--- config.mk ---
export PLATFORM = sky130hd
export DESIGN_NAME = uart_echo_responder
export DESIGN_NICKNAME = d
export VERILOG_FILES = /design/src/rtl/uart_echo_responder.sv
export SDC_FILE = /design/constraint.sdc
export NUM_CORES = 1
export LEC_CHECK = 0
export CAP_MARGIN = 20
export CORE_MARGIN = 2
export CORE_UTILIZATION = 55
export DETAILED_ROUTE_END_ITERATION = 8
export PLACE_DENSITY = 0.77
export SLEW_MARGIN = 20
export SYNTH_ARGS = -nofsm -noshare
export SYNTH_HDL_FRONTEND = slang
export SYNTH_SLANG_ARGS = --single-unit
--- constraint.sdc ---
create_clock -name i_SysClock -period 3.2 [get_ports i_SysClock]
set_clock_uncertainty 0.15 [all_clocks]
set_input_delay 0.64 -clock i_SysClock [delete_from_list [all_inputs] [get_ports i_SysClock]]
set_output_delay 0.64 -clock i_SysClock [all_outputs]
set_load 0.02 [all_outputs]
--- src/rtl/uart_echo_responder.sv ---
// UART echo responder: buffers received bytes in a circular FIFO and replays them
// to a UART transmitter with a two-cycle request and a low-then-high done handshake.
module uart_echo_responder #(
  parameter int unsigned DEPTH      = 8,
  parameter bit          UPPER_CASE = 1'b0
) (
  input  logic                     i_SysClock,
  input  logic                     i_ResetN,
  input  logic [7:0]               i_RxByte,
  input  logic                     i_RxDone,
  output logic                     o_TxValid,
  output logic [7:0]               o_TxByte,
  input  logic                     i_TxDone,
  input  logic                     i_ClrOverflow,
  output logic                     o_Overflow,
  output logic [$clog2(DEPTH):0]   o_Count,
  output logic                     o_Busy
);

  localparam int unsigned PW = $clog2(DEPTH);
  localparam int unsigned CW = PW + 1;

  typedef enum logic [1:0] {
    IDLE      = 2'd0,
    SEND      = 2'd1,
    WAIT_LOW  = 2'd2,
    WAIT_HIGH = 2'd3
  } state_e;

  state_e          state_q, state_d;
  logic            send_cnt_q, send_cnt_d;
  logic [PW-1:0]   rd_ptr_q, rd_ptr_d;
  logic [PW-1:0]   wr_ptr_q, wr_ptr_d;
  logic [CW-1:0]   count_q, count_d;
  logic            tx_valid_q, tx_valid_d;
  logic [7:0]      tx_byte_q, tx_byte_d;
  logic            ovf_q, ovf_d;
  logic            busy_q, busy_d;
  logic            rx_prev_q;
  logic [7:0]      mem_q [DEPTH];

  logic            wr_evt;
  logic            pop;
  logic            full;
  logic            wr_en;
  logic            ovf_set;
  logic [7:0]      wr_byte;

  // Write/pop decisions; a pop in the same cycle frees the slot a full-FIFO write needs.
  always_comb begin
    wr_evt  = i_RxDone & ~rx_prev_q;
    pop     = (state_q == IDLE) && (count_q != '0);
    full    = (count_q == CW'(DEPTH));
    wr_en   = wr_evt && (!full || pop);
    ovf_set = wr_evt && full && !pop;
    wr_byte = i_RxByte;
    if (UPPER_CASE && (i_RxByte >= 8'h61) && (i_RxByte <= 8'h7A)) begin
      wr_byte = i_RxByte - 8'h20;
    end
  end

  // Next-state and registered-output logic.
  always_comb begin
    state_d    = state_q;
    send_cnt_d = send_cnt_q;
    tx_byte_d  = tx_byte_q;
    rd_ptr_d   = rd_ptr_q;
    wr_ptr_d   = wr_ptr_q;
    count_d    = count_q;

    case (state_q)
      IDLE: begin
        if (pop) begin
          state_d    = SEND;
          send_cnt_d = 1'b0;
          tx_byte_d  = mem_q[rd_ptr_q];
        end
      end
      SEND: begin
        if (!send_cnt_q) begin
          send_cnt_d = 1'b1;
        end else begin
          state_d = WAIT_LOW;
        end
      end
      WAIT_LOW: begin
        if (!i_TxDone) begin
          state_d = WAIT_HIGH;
        end
      end
      WAIT_HIGH: begin
        if (i_TxDone) begin
          state_d = IDLE;
        end
      end
      default: state_d = IDLE;
    endcase

    if (pop) begin
      rd_ptr_d = rd_ptr_q + PW'(1);
    end
    if (wr_en) begin
      wr_ptr_d = wr_ptr_q + PW'(1);
    end
    case ({wr_en, pop})
      2'b10:   count_d = count_q + CW'(1);
      2'b01:   count_d = count_q - CW'(1);
      default: count_d = count_q;
    endcase

    tx_valid_d = (state_d == SEND);
    ovf_d      = ovf_set ? 1'b1 : (i_ClrOverflow ? 1'b0 : ovf_q);
    busy_d     = (state_d != IDLE) || (count_d != '0);
  end

  always_ff @(posedge i_SysClock) begin
    if (!i_ResetN) begin
      state_q    <= IDLE;
      send_cnt_q <= 1'b0;
      rd_ptr_q   <= '0;
      wr_ptr_q   <= '0;
      count_q    <= '0;
      tx_valid_q <= 1'b0;
      tx_byte_q  <= 8'h00;
      ovf_q      <= 1'b0;
      busy_q     <= 1'b0;
      rx_prev_q  <= 1'b1;
    end else begin
      state_q    <= state_d;
      send_cnt_q <= send_cnt_d;
      rd_ptr_q   <= rd_ptr_d;
      wr_ptr_q   <= wr_ptr_d;
      count_q    <= count_d;
      tx_valid_q <= tx_valid_d;
      tx_byte_q  <= tx_byte_d;
      ovf_q      <= ovf_d;
      busy_q     <= busy_d;
      rx_prev_q  <= i_RxDone;
    end
  end

  // Storage needs no reset: the pointers and count define which entries are live.
  always_ff @(posedge i_SysClock) begin
    if (i_ResetN && wr_en) begin
      mem_q[wr_ptr_q] <= wr_byte;
    end
  end

  assign o_TxValid  = tx_valid_q;
  assign o_TxByte   = tx_byte_q;
  assign o_Overflow = ovf_q;
  assign o_Count    = count_q;
  assign o_Busy     = busy_q;

endmodule

==> results.txt <==
----------------------------------------------------
[Global route]
  Grt ovf ... 0
  Number of antenna violations at the first check in global routing ... 0
  Gr usage total ... 18.7%
  Pin count of the biggest net entering global routing ... 29
  Global-route wire length before repair ... 10100 um
  Number of global-route vias before repair ... 2000

[Timing]
  Number of setup violations in the final report ... 0
  Post-route setup TNS ... 0 ns
  Ratio of final minimum period to clock period ... 78.8%
  Shortest clock period the worst path allows after layout ... 2.52 ns
  Relative max-transition margin ... 43.7%
  Transition time at the pin with the least slew margin ... 0.844 ns
  Setup repair after global routing missed its margin ... no
  Maximum clock rate ... 397 MHz
  Final slew viol count ... 0
  Hold violation count in the final report ... 0

[Logic synthesis]
  Post-Synthesis Cell Area ... 3660 um2
  Largest family of logic cells by synthesized area ... multiplexers
  Proportion of synthesized chip area in sequential cells ... 66.2%
  Most used standard cells in the synthesized netlist ... sky130_fd_sc_hd__edfxtp_1 (64), sky130_fd_sc_hd__dfxtp_1 (25), sky130_fd_sc_hd__nand2_1 (22)
  Compound-Gate Fraction of Synth Area ... 5.64%
  Portion of netlist area occupied by mux cells ... 13.2%
  Leading cell type by number of instances after synthesis ... sky130_fd_sc_hd__edfxtp_1
  Fraction of the mapped netlist area in adder cells ... 1.03%
  Main area contributors after synthesis ... sky130_fd_sc_hd__edfxtp_1 (53%), sky130_fd_sc_hd__dfxtp_1 (14%), sky130_fd_sc_hd__mux4_2 (9.9%)
  Basic-gate share of the synthesized area counting and, or, nand and nor cells ... 9.75%
  Synthesized net count ... 253
  Synthesized netlist cell count ... 237
  Synth top area share ... 52.5%
  Yosys synthesis warning count ... 0
  Async set-or-reset flop fraction in the synthesized netlist ... 0%
  Primary flip-flop cell chosen by synthesis mapping ... sky130_fd_sc_hd__edfxtp_1
  Share of the synthesized netlist area taken by xor and xnor gates ... 1.68%
  Synth area leader ... sky130_fd_sc_hd__edfxtp_1
  Number of distinct library cells after synthesis ... 43
  Number of synthesized register bits ... 89
  Avg Cell Area, Syn ... 15.4 um2
  EDFF count, synth ... 64

[Final layout]
  Filler cells ... 458
  Layout Cell Area excl Fill ... 4230 um2
  P&R area growth vs syn ... 15.7%
  Antenna cells ... 0
  Proportion of layout cells with a drive suffix above 1 ... 18.2%
  Fin nets ... 286

[Clock tree]
  TritonCTS clock tree ... built
  Number of clock buffers inserted by TritonCTS ... 9
  Clock-pin transition on the worst setup and hold timing paths ... 0.09 ns
  Post-CTS Repair Setup Buffers ... 0
  Sink Count ... 89
  Hold buffer count at CTS ... 0
  Clk buf depth ... 2
  Clock Latency Late Sink ... 0.34 ns
  Number of levels in the clock H-tree ... 3
  Post-CTS resize count ... 0
  CTS Root Buffer Type ... sky130_fd_sc_hd__clkbuf_8

[Run]
  Max-capacitance violation count ... 0

[Floorplanning]
  Die width ... 85.5 um
  Die outline area ... 7320 um2
  Core Region ... 6390 um2
  Top Ports ... 28
  Vertical die dimension ... 85.5 um
  Initial core utilization ... 57.3%
  Cell row count ... 29

[Power]
  Power per unit of standard cell area ... 697 nW/um2
  Portion of total power attributed to combinational logic ... 25.5%
  Sequential cell fraction of total power ... 47.8%
  Switching part of the total power ... 30.0%
  Maximum ir drop on the vdd rail ... 0.000496 V
  Internal power contribution ... 2060 uW
  Switching pwr ... 885 uW
  Clock network power share ... 26.7%
  Leakage power ... 0.00146 uW

[Drt]
  Post-detailed-route DRC marker count ... 0
  Routed vias ... 2035
  Number of antenna-violating nets in the routed design ... 0
  Per-cell routed wire length ... 17.7 um
  Starting DRC count in detailed routing ... 152
  1st-pass router iterations ... 4
  Number of vias per cell after detailed routing ... 5.78
  Final wirelength ... 6240 um

[Place]
  HPWL after detailed placement ... 4140 um
  Final weighted congestion in routability-driven placement ... 0.760
  Number of buffers inserted by port buffering ... 27
  Area after detailed placement ... 4020 um2

[Worst setup path]
  Critical path startpoint category ... input port
  Element type at the critical path end ... flop
  CP Class ... input port to flop
  CP required ... 3.29 ns
  Data arrival time at the worst-slack endpoint ... 2.61 ns
  Worst-path fanout max ... 3

[Run status]
  Result of the run ... finished clean

[Min path]
  Type of the worst min-delay path ... flop to flop

----------------------------------------------------
placed cells by master, fill, tap and decap left out, drive strengths merged, types with 6 or more instances in the layout:
cell type,instances
nor3,6
edfxtp,64
inv,6
o211a,8
mux2i,11
buf,11
clkbuf,9
nor2b,7
nand2,22
nor2,7
clkdlybuf4s50,27
mux4,16
dfxtp,25
cells by family (layout without fill, tap and decap cells):
family                     after synthesis  count (layout)
AOI/OAI and AO/OA                       27              27
xor gates and xnor gates                 7               7
adders and majority gates                3               3
buffers and inverters                   18              56
DFF                                     89              89
muxes                                   28              28
and+or+nand+nor                         65              65
stage by stage:
step / instances / setup slack (ns) / hold slack (ns) / util [%] / total power, uW
global route: 352 / 0.499 / 0.377 / 66.2 / 3110
floorplan: 237 / 0.747 / 0.321 / - / 1980
finish: 352 / 0.679 / 0.354 / 66.2 / 2950
global placement: 336 / 0.376 / 0.330 / 63.0 / 2170
detailed placement: 336 / 0.325 / 0.342 / 63.0 / 2200
CTS: 352 / 0.692 / 0.355 / 66.2 / 2980
worst paths after layout:
kind	from	endpoint	slack [ns]	cells past startpoint
setup reg to reg	state_q[1]$_SDFF_PN0_	o_Busy$_SDFF_PN0_	0.71	8
setup / recovery	i_RxDone	o_Busy$_SDFF_PN0_	0.68	9
hold / removal	send_cnt_q$_SDFFE_PN0P_	send_cnt_q$_SDFFE_PN0P_	0.35	2
hold reg to reg	send_cnt_q$_SDFFE_PN0P_	send_cnt_q$_SDFFE_PN0P_	0.35	2
registers in the layout, indices dropped and copies added (netlist names), 2 cells and up:
name      cells
state_q       2
mem_q        64
rd_ptr_q      3
wr_ptr_q      3
o_TxByte      8
o_Count       4
worst max-delay path: stages:
cell and delay, ns:
sky130_fd_sc_hd__clkdlybuf4s50_1 0.49, sky130_fd_sc_hd__nor2b_1 0.25, sky130_fd_sc_hd__nor3_2 0.10, sky130_fd_sc_hd__xor2_1 0.16, sky130_fd_sc_hd__ha_1 0.32, sky130_fd_sc_hd__nor2b_1 0.11
sky130_fd_sc_hd__mux2_2 0.16, sky130_fd_sc_hd__o211ai_1 0.09, sky130_fd_sc_hd__a211o_1 0.29
final cells by class:
class,count,area (um2),share of cell area [%]
Clock buffer,9,124,2.93
Tap cell,77,96.3,2.28
Timing Repair Buffer,38,353,8.34
Multi-Input combinational cell,130,1140,27.0
Sequential cell,89,2420,57.3
Inverter,2,7.51,0.177
Clock inverter,7,83.8,1.98
power groups by stage:
stage          logic (uW)  registers (uW)  clock network (uW)
2_1_floorplan         545            1440                   0
3_3_place_gp          740            1430                   0
3_5_place_dp          758            1440                   0
4_1_cts               762            1410                 806
5_1_grt               829            1420                 860
6_report              752            1410                 787
routing by layer:
layer | GRT usage, % | routed length [um] | up-vias
met4 | 8.37 | 135 | 0
met5 | 0 | 0 | -
met1 | 25.9 | 2880 | 1014
met3 | 3.46 | 165 | 12
li1 | - | - | 972
met2 | 29.3 | 3050 | 37
(Power assumes the default switching activity.)
